===== config.mk =====
export PLATFORM = sky130hd
export DESIGN_NAME = dcache_controller_flat
export DESIGN_NICKNAME = d
export VERILOG_FILES = /design/src/rtl/dcache_pkg.sv /design/src/rtl/dcache_if.sv /design/src/rtl/dcache_line_store.sv /design/src/rtl/dcache_controller.sv /design/src/flat_wrapper.sv
export SDC_FILE = /design/constraint.sdc
export NUM_CORES = 2
export LEC_CHECK = 0
export CAP_MARGIN = 20
export CORE_MARGIN = 2
export CORE_UTILIZATION = 48
export CTS_BUF_LIST = sky130_fd_sc_hd__clkbuf_8
export DETAILED_ROUTE_END_ITERATION = 12
export MAX_ROUTING_LAYER = met4
export PLACE_DENSITY = 0.67
export SYNTH_ARGS = -nofsm -noshare
export SYNTH_HDL_FRONTEND = slang
export SYNTH_HIERARCHICAL = 1
export SYNTH_SLANG_ARGS = --single-unit

===== constraint.sdc =====
create_clock -name clock -period 13.1 [get_ports clock]
set_input_delay 2.62 -clock clock [delete_from_list [all_inputs] [get_ports clock]]
set_output_delay 2.62 -clock clock [all_outputs]
set_load 0.03 [all_outputs]

===== src/rtl/dcache_pkg.sv =====
// dcache_pkg: shared state encoding, line geometry and word select
// for the direct-mapped write-through data cache.
package dcache_pkg;

  localparam int LINE_BITS      = 512;
  localparam int WORDS_PER_LINE = 16;
  localparam int OFFSET_W       = 6;

  typedef enum logic [2:0] {
    IDLE,
    LOOKUP,
    FETCH,
    FILL,
    WRITE,
    WDONE,
    RESP
  } state_t;

  // Word 0 sits in the line LSBs, matching dataMemory.
  function automatic logic [31:0] word_sel(
    input logic [LINE_BITS-1:0] line,
    input logic [3:0]           w
  );
    return line[{w, 5'b0} +: 32];
  endfunction

endpackage


===== src/rtl/dcache_if.sv =====
// dcache_cpu_if: LSU request/response bundle (master=LSU, slave=cache).
// dcache_mem_if: dataMemory line-read / word-write bundle (master=cache).
interface dcache_cpu_if;
  logic        cpuReqValid;
  logic        cpuReqReady;
  logic        cpuReqWrite;
  logic [31:0] cpuReqAddr;
  logic [31:0] cpuReqWData;
  logic        cpuRespValid;
  logic [31:0] cpuRespData;
  logic        cpuInvalidate;

  modport master (
    output cpuReqValid, cpuReqWrite,
    output cpuReqAddr, cpuReqWData,
    output cpuInvalidate,
    input  cpuReqReady, cpuRespValid,
    input  cpuRespData
  );

  modport slave (
    input  cpuReqValid, cpuReqWrite,
    input  cpuReqAddr, cpuReqWData,
    input  cpuInvalidate,
    output cpuReqReady, cpuRespValid,
    output cpuRespData
  );
endinterface

interface dcache_mem_if;
  import dcache_pkg::*;
  logic [31:0]          memReadAddress;
  logic                 memReadDone;
  logic [LINE_BITS-1:0] memReadData;
  logic [31:0]          memWriteAddress;
  logic                 memWriteRequest;
  logic [31:0]          memWriteData;
  logic                 memWriteDone;

  modport master (
    output memReadAddress,
    input  memReadDone, memReadData,
    output memWriteAddress,
    output memWriteRequest, memWriteData,
    input  memWriteDone
  );

  modport slave (
    input  memReadAddress,
    output memReadDone, memReadData,
    input  memWriteAddress,
    input  memWriteRequest, memWriteData,
    output memWriteDone
  );
endinterface


===== src/rtl/dcache_line_store.sv =====
// dcache_line_store: tag/valid/data arrays, combinational read, one write
// port (full-line fill or single-word update) and bulk valid clear.
module dcache_line_store
  import dcache_pkg::*;
#(
  parameter int NUM_SETS = 4,
  parameter int INDEX_W  = $clog2(NUM_SETS),
  parameter int TAG_W    = 32 - OFFSET_W - INDEX_W
) (
  input  logic                 clock,
  input  logic                 reset_n,
  input  logic [INDEX_W-1:0]   rd_index,
  output logic                 rd_valid,
  output logic [TAG_W-1:0]     rd_tag,
  output logic [LINE_BITS-1:0] rd_line,
  input  logic                 we,
  input  logic                 we_line,
  input  logic [INDEX_W-1:0]   w_index,
  input  logic [TAG_W-1:0]     w_tag,
  input  logic [LINE_BITS-1:0] w_line,
  input  logic [3:0]           w_word,
  input  logic [31:0]          w_data,
  input  logic                 clr
);

  logic [NUM_SETS-1:0]  valid;
  logic [TAG_W-1:0]     tags  [NUM_SETS];
  logic [LINE_BITS-1:0] lines [NUM_SETS];

  always_ff @(posedge clock or negedge reset_n) begin
    if (!reset_n) begin
      valid <= '0;
    end else if (clr) begin
      valid <= '0;
    end else if (we && we_line) begin
      valid[w_index] <= 1'b1;
    end
  end

  always_ff @(posedge clock) begin
    if (we) begin
      if (we_line) begin
        tags[w_index]  <= w_tag;
        lines[w_index] <= w_line;
      end else begin
        lines[w_index][{w_word, 5'b0} +: 32] <= w_data;
      end
    end
  end

  assign rd_valid = valid[rd_index];
  assign rd_tag   = tags[rd_index];
  assign rd_line  = lines[rd_index];

endmodule


===== src/rtl/dcache_controller.sv =====
// dcache_controller: blocking direct-mapped write-through, no-write-allocate
// data cache. Ports: clock, reset_n (async low), cpu (dcache_cpu_if.slave),
// mem (dcache_mem_if.master); statHits/statMisses/statWrites with DCACHE_STATS_EN.
module dcache_controller
  import dcache_pkg::*;
#(
  parameter int NUM_SETS = 4
) (
  input logic          clock,
  input logic          reset_n,
  dcache_cpu_if.slave  cpu,
  dcache_mem_if.master mem
`ifdef DCACHE_STATS_EN
  ,
  output logic [31:0]  statHits,
  output logic [31:0]  statMisses,
  output logic [31:0]  statWrites
`endif
);

  localparam int INDEX_W = $clog2(NUM_SETS);
  localparam int TAG_W   = 32 - OFFSET_W - INDEX_W;

  state_t      state;
  logic        req_write;
  logic [31:2] req_addr;
  logic [31:0] req_wdata;
  logic        toggle;

  logic [3:0]           word;
  logic [INDEX_W-1:0]   idx;
  logic [TAG_W-1:0]     tag;
  logic                 rd_valid;
  logic [TAG_W-1:0]     rd_tag;
  logic [LINE_BITS-1:0] rd_line;
  logic                 hit;
  logic                 we;
  logic                 we_line;
  logic                 clr;

  assign word = req_addr[5:2];
  assign idx  = req_addr[OFFSET_W +: INDEX_W];
  assign tag  = req_addr[31 -: TAG_W];
  assign hit  = rd_valid && (rd_tag == tag);

  assign we_line = (state == FILL);
  assign we = (state == LOOKUP && req_write && hit)
           || (state == FILL && mem.memReadDone);
  assign clr = (state == IDLE) && cpu.cpuInvalidate;

  dcache_line_store #(
    .NUM_SETS (NUM_SETS),
    .INDEX_W  (INDEX_W),
    .TAG_W    (TAG_W)
  ) u_store (
    .clock    (clock),
    .reset_n  (reset_n),
    .rd_index (idx),
    .rd_valid (rd_valid),
    .rd_tag   (rd_tag),
    .rd_line  (rd_line),
    .we       (we),
    .we_line  (we_line),
    .w_index  (idx),
    .w_tag    (tag),
    .w_line   (mem.memReadData),
    .w_word   (word),
    .w_data   (req_wdata),
    .clr      (clr)
  );

  always_ff @(posedge clock or negedge reset_n) begin
    if (!reset_n) begin
      state               <= IDLE;
      req_write           <= 1'b0;
      req_addr            <= '0;
      req_wdata           <= '0;
      toggle              <= 1'b0;
      cpu.cpuReqReady     <= 1'b1;
      cpu.cpuRespValid    <= 1'b0;
      cpu.cpuRespData     <= '0;
      mem.memReadAddress  <= '0;
      mem.memWriteAddress <= '0;
      mem.memWriteData    <= '0;
      mem.memWriteRequest <= 1'b0;
    end else begin
      cpu.cpuRespValid <= 1'b0;
      unique case (state)
        IDLE: begin
          if (cpu.cpuReqValid) begin
            req_write       <= cpu.cpuReqWrite;
            req_addr        <= cpu.cpuReqAddr[31:2];
            req_wdata       <= cpu.cpuReqWData;
            cpu.cpuReqReady <= 1'b0;
            state           <= LOOKUP;
          end
        end
        LOOKUP: begin
          if (req_write)  state <= WRITE;
          else if (hit)   state <= RESP;
          else            state <= FETCH;
        end
        FETCH: begin
          // Bit 0 flips each fetch so a refetch of the same line
          // still presents a new address to dataMemory.
          mem.memReadAddress <= {req_addr[31:6], 5'b0, ~toggle};
          toggle             <= ~toggle;
          state              <= FILL;
        end
        FILL: begin
          if (mem.memReadDone) state <= RESP;
        end
        WRITE: begin
          mem.memWriteAddress <= {req_addr, 2'b0};
          mem.memWriteData    <= req_wdata;
          mem.memWriteRequest <= 1'b1;
          state               <= WDONE;
        end
        WDONE: begin
          if (mem.memWriteDone) begin
            mem.memWriteRequest <= 1'b0;
            state               <= RESP;
          end
        end
        RESP: begin
          cpu.cpuRespValid <= 1'b1;
          cpu.cpuRespData  <= req_write ? '0
                            : word_sel(rd_line, word);
          cpu.cpuReqReady  <= 1'b1;
          state            <= IDLE;
        end
        default: state <= IDLE;
      endcase
    end
  end

`ifdef DCACHE_STATS_EN
  always_ff @(posedge clock or negedge reset_n) begin
    if (!reset_n) begin
      statHits   <= '0;
      statMisses <= '0;
      statWrites <= '0;
    end else if (state == LOOKUP) begin
      if (req_write)  statWrites <= statWrites + 32'd1;
      else if (hit)   statHits   <= statHits + 32'd1;
      else            statMisses <= statMisses + 32'd1;
    end
  end
`endif

endmodule


===== src/flat_wrapper.sv =====
// flat-port wrapper written by rule: the top's interface ports become plain ports
module dcache_controller_flat import dcache_pkg::*;
#(
  parameter int NUM_SETS = 4
)
  (clock, reset_n, cpu_cpuReqValid, cpu_cpuReqWrite, cpu_cpuReqAddr, cpu_cpuReqWData, cpu_cpuInvalidate, cpu_cpuReqReady, cpu_cpuRespValid, cpu_cpuRespData, mem_memReadAddress, mem_memReadDone, mem_memReadData, mem_memWriteAddress, mem_memWriteRequest, mem_memWriteData, mem_memWriteDone);
  dcache_cpu_if cpu_i ();
  dcache_mem_if mem_i ();
  input logic clock;
  input logic reset_n;
  input wire logic [$bits(cpu_i.cpuReqValid)-1:0] cpu_cpuReqValid;
  input wire logic [$bits(cpu_i.cpuReqWrite)-1:0] cpu_cpuReqWrite;
  input wire logic [$bits(cpu_i.cpuReqAddr)-1:0] cpu_cpuReqAddr;
  input wire logic [$bits(cpu_i.cpuReqWData)-1:0] cpu_cpuReqWData;
  input wire logic [$bits(cpu_i.cpuInvalidate)-1:0] cpu_cpuInvalidate;
  output wire logic [$bits(cpu_i.cpuReqReady)-1:0] cpu_cpuReqReady;
  output wire logic [$bits(cpu_i.cpuRespValid)-1:0] cpu_cpuRespValid;
  output wire logic [$bits(cpu_i.cpuRespData)-1:0] cpu_cpuRespData;
  output wire logic [$bits(mem_i.memReadAddress)-1:0] mem_memReadAddress;
  input wire logic [$bits(mem_i.memReadDone)-1:0] mem_memReadDone;
  input wire logic [$bits(mem_i.memReadData)-1:0] mem_memReadData;
  output wire logic [$bits(mem_i.memWriteAddress)-1:0] mem_memWriteAddress;
  output wire logic [$bits(mem_i.memWriteRequest)-1:0] mem_memWriteRequest;
  output wire logic [$bits(mem_i.memWriteData)-1:0] mem_memWriteData;
  input wire logic [$bits(mem_i.memWriteDone)-1:0] mem_memWriteDone;
  assign cpu_i.cpuReqValid = cpu_cpuReqValid;
  assign cpu_i.cpuReqWrite = cpu_cpuReqWrite;
  assign cpu_i.cpuReqAddr = cpu_cpuReqAddr;
  assign cpu_i.cpuReqWData = cpu_cpuReqWData;
  assign cpu_i.cpuInvalidate = cpu_cpuInvalidate;
  assign cpu_cpuReqReady = cpu_i.cpuReqReady;
  assign cpu_cpuRespValid = cpu_i.cpuRespValid;
  assign cpu_cpuRespData = cpu_i.cpuRespData;
  assign mem_memReadAddress = mem_i.memReadAddress;
  assign mem_i.memReadDone = mem_memReadDone;
  assign mem_i.memReadData = mem_memReadData;
  assign mem_memWriteAddress = mem_i.memWriteAddress;
  assign mem_memWriteRequest = mem_i.memWriteRequest;
  assign mem_memWriteData = mem_i.memWriteData;
  assign mem_i.memWriteDone = mem_memWriteDone;
  dcache_controller #(.NUM_SETS(NUM_SETS)) u_core (.clock(clock), .reset_n(reset_n), .cpu(cpu_i), .mem(mem_i));
endmodule

== After elaboration in Yosys (flattened, before gate mapping) ==
Memory sizes are Yosys's and may differ from the RTL's.
Cells that the tools add are included.

* Add/sub/neg operators: 1
* $lt $le $gt $ge: 2
* Eq/ne operators: 10
* Shift-type cells: 3
* Muxes and demuxes: 536
* Bitwise operators: 514
* Reduce and logical (&&, ||, !) cells: 16

{| class="wikitable"
|+ Operator list
! operator !! number
|-
| 2-to-1 mux 1 bit || 522
|-
| 2-to-1 mux 512 bit || 1
|-
| OR 1 bit || 512
|-
| variable shift 32 x 11 -> 512 bit (first input constant) || 1
|-
| variable part select 32 x 11 -> 512 bit || 1
|-
| variable part select 512 x 10 -> 32 bit || 1
|-
| 2-to-1 mux 32 bit || 1
|-
| equality test 24 bit || 1
|-
| case mux 3 bit (6 select lines) || 1
|-
| 2-to-1 mux 3 bit || 5
|-
| negator 9 -> 11 bit || 1
|-
| equality test 3 bit (second input constant) || 3
|-
| 2-to-1 mux 4 bit || 2
|-
| logical AND 1 bit || 7
|-
| equality test 3 x 2 -> 1 bit (second input constant) || 2
|-
| inequality test 2 bit (second input constant) || 3
|-
| AND reduction 2 bit || 3
|-
| nonzero test 2 bit || 3
|-
| OR 4 bit || 1
|-
| case mux 1 bit (2 select lines) || 2
|-
| equality test 3 x 1 -> 1 bit (second input constant) || 1
|-
| zero test 3 bit || 1
|-
| less-than comparator 2 x 3 -> 1 bit (second input constant) || 1
|-
| AND reduction 3 bit || 1
|-
| 5 further kinds || 5
|}

* Register bits after elaboration: 195
* RAM bits: 2,144
* Input port bits: 583
* Logic and storage cells: 1,097
* Memories kept: 2

{| class="wikitable"
|+ Memories
! memory !! words !! bits a word !! rd ports !! clocked after Yosys merged registers in !! write ports !! RTL line !! text
|-
| u_core.u_store.lines || 4 || 512 || 1 || 0 || 1 || dcache_line_store.sv:28 || <nowiki>logic [LINE_BITS-1:0] lines [NUM_SETS];</nowiki>
|-
| u_core.u_store.tags || 4 || 24 || 1 || 0 || 1 || dcache_line_store.sv:27 || <nowiki>logic [TAG_W-1:0] tags [NUM_SETS];</nowiki>
|}

== Depth between registers and ports, before layout ==
* Depth after elaboration: 8
* Gate-level depth with buffers: 16
* Gate-level depth less buffers: 11

== Cells and area by module ==
The synthesis kept the hierarchy.

{| class="wikitable"
|+ By module, submodules not included
! module !! times used !! cells each !! area each (um^2)
|-
| dcache_line_store || 1 || 3,986 || 84,433.5
|-
| dcache_controller || 1 || 774 || 11,429.7
|}

== Worst setup path before layout ==
No wires, ideal clock.

* Path kind: input to register
* Start point: input port mem_memReadDone
* End point: memory u_core.u_store.lines[0][256] (enable)
* Setup time: 432 ps
* Data arrival time: 5,409 ps
* Required time: 12,668 ps
* Slack: 7,259 ps
* Stages: 7
* Buffers on the path: 2
* Cell sequence: a22o_1 -> nor4b_2 -> o21ai_1 -> a211o_1 -> buf_6 -> buf_6 -> a21oi_1

* Longest elaborated chain between the ends: 5

{| class="wikitable"
|+ Ends and longest elaborated chain
! element !! RTL line !! text
|-
| from (decl) || flat_wrapper.sv:20 || <nowiki>input wire logic [$bits(mem_i.memReadDone)-1:0] mem_memReadDone;</nowiki>
|-
| logical AND 1 bit (*) || dcache_controller.sv:48 || <nowiki>|| (state == FILL && mem.memReadDone);</nowiki>
|-
| logical OR 1 bit (*) || dcache_controller.sv:48 ||
|-
| 2-to-1 mux 1 bit || dcache_line_store.sv:41 || <nowiki>if (we) begin</nowiki>
|-
| 2-to-1 mux 1 bit (implied by the code) / 2-to-1 mux 512 bit (equally long branches) || dcache_line_store.sv:44, dcache_line_store.sv:46 ||
|-
| OR 1 bit (no line) (*) || - ||
|-
| to (decl) || dcache_line_store.sv:28 ||
|}

Mark *: on every way between the ends. The rest lies on a longest branch, timed or not.

== Worst setup path after layout ==
* Start point: register u_core/req_addr[7] (netlist bit)
* End point: memory u_core.u_store.lines[2][141] (enable)

* Longest elaborated chain between the ends: 8

{| class="wikitable"
|+ Ends and longest elaborated chain
! element !! RTL line !! text
|-
| from (decl) || dcache_controller.sv:26 || <nowiki>logic [31:2] req_addr;</nowiki>
|-
| from (signal assigned) || dcache_controller.sv:92 || <nowiki>req_addr <= cpu.cpuReqAddr[31:2];</nowiki>
|-
| memory read (4 x 24 bit) (*) || - ||
|-
| named net u_core.rd_tag[7] || dcache_controller.sv:34 || <nowiki>logic [TAG_W-1:0] rd_tag;</nowiki>
|-
| equality test 24 bit (*) || dcache_controller.sv:44 || <nowiki>assign hit = rd_valid && (rd_tag == tag);</nowiki>
|-
| logical AND 1 bit (*) || dcache_controller.sv:44 ||
|-
| logical AND 1 bit (*) || dcache_controller.sv:47 || <nowiki>assign we = (state == LOOKUP && req_write && hit)</nowiki>
|-
| logical OR 1 bit (*) || dcache_controller.sv:48 ||
|-
| named net u_core.we || dcache_controller.sv:37 || <nowiki>logic we;</nowiki>
|-
| 2-to-1 mux 1 bit || dcache_line_store.sv:41 ||
|-
| 2-to-1 mux 1 bit (implied by the code) / 2-to-1 mux 512 bit (equally long branches) || dcache_line_store.sv:44, dcache_line_store.sv:46 ||
|-
| OR 1 bit (no line) (*) || - ||
|}

Mark *: on every way through the listed nets, which the timed path passes. The rest lies on a longest branch. The select of a mux whose other input is x is not followed.

==> flow_summary.ini <==
[logic_synthesis]
netlist_top_cells_area = edfxtp_1 67%, mux4_2 16%, dfrtp_1 5.0%
ys.flop_type = edfxtp_1
synth_cells = 4760
synthSimpleGateAreaFrac_pct = 2.12
ys_seq_elements = 2338
synthXorXnorAreaFrac_pct = 0.255
yosys.area_share.adder_pct = 0.0392
yosysTopAreaCellShare_pct = 67.2
synth_area_mm2 = 0.0959
yosysSeqAreaShare_pct = 72.2
synth.largest_area_cell = edfxtp_1
yosys_warnings = 6
synthDistinctLibCells = 49
synth_top_family_by_area = multiplexers
synth.most_common_cell = edfxtp_1
synth_edf_count = 2144
synthMuxAreaShare_pct = 20.9
syn_avg_cell_area_um2 = 20.1
synth_compound_area_share_pct = 2.49
yosys-top-cells-count = 2,144 x edfxtp_1, 665 x mux4_2, 345 x mux2_2
ys_async_sr_fraction_pct = 8.30

[cts]
ctsHoldBuffers = 0
clkTransAtPathRegs_ns = 0.06
cts_made_buffers = 391
cts_buffer_depth = 4
ctsResizeCount = 0
root_buffer = clkbuf_8
post-cts-setup-buffer-count = 0
numClockSinks = 2338
htree_levels = 5
cts_tree = built
clock_latency_ns = 1.09

[drt]
vias = 52600
drt_iter0_markers = 6537
drc = 0
detail_route.wl_per_cell_um = 34.5
drt_wl_total_um = 297000
ant_nets = 0
dr.pass1.iters = 5
viasPerCell = 6.10

[layout]
area_growth_syn_to_layout_pct = 18.5
fin_nets = 6251
fill_cells = 15000
register_area_mm2 = 0.0693
drive_gt1_share_pct = 29.9
multi_input_area_mm2 = 0.0256

[power]
leakage_nw = 37.5
peakVddDrop_mv = 0.185
power.density_mw_per_mm2 = 203

[timing]
relSlewSlack_pct = 25.0
rsz0062_at_grt = false
fin_hold_ws_ns = 0.471
fmax_ghz = 0.128
setup_viol = 0
hold_viol = 0
clock-skew-final_ns = 0.103
worstMarginPinSlew_ns = 1.13
min_period_over_period_pct = 59.7
period_minus_slack_ns = 7.83
finalMaxSlewViolations = 0
fin_tns_setup_ns = 0

[global_routing]
antenna_found_initial = 47
grt_usage_pct = 30.0
grt_pass1_vias = 52900
grt_max_degree = 117
use_met3_pct = 5.75
use_met1_pct = 37.1
gr-total-overflow = 0
grt_pass1_wl_um = 408000
top_usage_layer = met2
grtUsageMet2_pct = 47.7

[floorplanning]
start_util_pct = 48.2
dieWidth_um = 451
die_height_um = 451
rows = 164
die-area_mm2 = 0.203
coreArea_mm2 = 0.199
io_pins = 714

[critical_path]
cp-end-kind = flop
worstPathArrival_ns = 8.52
critical_path_class = flop to flop
cp_max_fo = 58
crit_required_ns = 13.79
start_kind = flop
setup.worst_path.start = u_core/req_addr[7]
reg2reg_from = u_core/req_addr[7]

[run]
drv_cap = 0

[place]
port_buffers = 704
dp_hpwl_um = 188000
routabilityCongestion = 0.829

[worst_hold_path]
hp-start = u_core/mem.memReadAddress[0]
min_path_type = flop to flop

[status]
status = complete, no violations
==> area by class of cell <==
type,instances,share of cell area [%]
well taps,2656,2.93
flip-flops and latches,2338,61.0
repair buffers,848,7.27
clock buffers,404,4.90
diodes,18,0.0397
multi-input cells,2016,22.5
inverters,70,0.231
clock inverters,272,1.13
==> registers in the layout, summed over array words and instances (netlist names), 3 cells and up <==
register	flops
u_core/u_store/lines	2048
u_core/u_store/tags	96
u_core/cpu.cpuRespData	32
u_core/mem.memWriteData	32
u_core/req_wdata	32
u_core/mem.memWriteAddress	30
u_core/req_addr	30
u_core/mem.memReadAddress	27
u_core/u_store/valid	4
u_core/state	3
==> layout by cell type (no fill, tap or decap), drive strengths merged, types with 12 or more instances in the layout <==
master         count
edfxtp          2144
clkdlybuf4s50    703
mux4             665
mux2             406
clkbuf           404
nand2            270
o21ai            250
dfrtp            193
inv              192
buf              145
clkinv           139
a21oi             82
nand3             69
nor2              43
nor2b             37
a22o              33
a211oi            33
mux2i             32
diode             18
o31ai             17
xor2              15
xnor2             12
==> per-layer routing <==
metal	vias up	share of wire, %
li1	21300	-
met1	27700	35
met2	3058	50
met3	514	9.5
met4	0	5.5
met5	-	0
==> path summary, 6_finish.rpt <==
kind                                                     end  slack [ns]  cells past startpoint
worst max-delay path            u_core/u_store/lines[2][141]        5.27                     14
worst min-delay path            u_core/mem.memReadAddress[0]        0.47                      1
worst max register to register  u_core/u_store/lines[2][141]        5.27                     14
worst min register to register  u_core/mem.memReadAddress[0]        0.47                      1
max in group asynchronous                 u_core/req_addr[4]       10.13                      2
min in group asynchronous                u_core/req_addr[24]        1.54                      1
==> per-stage QoR <==
stage | util [%] | power (mW) | setup slack, ns | cell area [um^2] | instances
detailed placement | 53.6 | 17.4 | 5.28 | 107000 | 7928
finish | 57.1 | 23.0 | 5.27 | 114000 | 8622
CTS | 57.0 | 23.1 | 5.25 | 114000 | 8604
global route | 57.0 | 23.7 | 5.01 | 114000 | 8618
global placement | 53.6 | 17.3 | 5.37 | 107000 | 7925
floorplan | - | 13.9 | 7.26 | 95900 | 4766
==> worst max-delay path, cell delays in order, from the launching register on <==
cell and delay [ns]:
dfrtp_4 1.03, buf_4 0.87, buf_4 0.75, mux4_2 0.42, xnor2_1 0.21, nand4_1 0.13
nor4_1 0.54, a22o_1 0.49, nor4b_2 0.43, o21ai_1 0.21, a21oi_4 0.15, buf_4 0.51
nor2_1 0.36, nor2_4 0.68, buf_4 0.45
==> power by group <==
group	switching (mW)	leakage (nW)	total, mW	internal, mW
clock	2.83	3.98	5.80	2.97
combinational	4.53	11.9	7.84	3.32
sequential	0.668	21.6	9.35	8.68
==> logic make-up (layout without fill, tap and decap cells) <==
family	after synthesis	after routing
fa+ha+maj	3	3
mux	1103	1103
buf+inv	412	1594
simple gates	456	456
other cells	1	25
flops	2338	2338
xor+xnor	27	27
compound gates	420	420
Note: power is estimated with default switching activity, not from simulation.
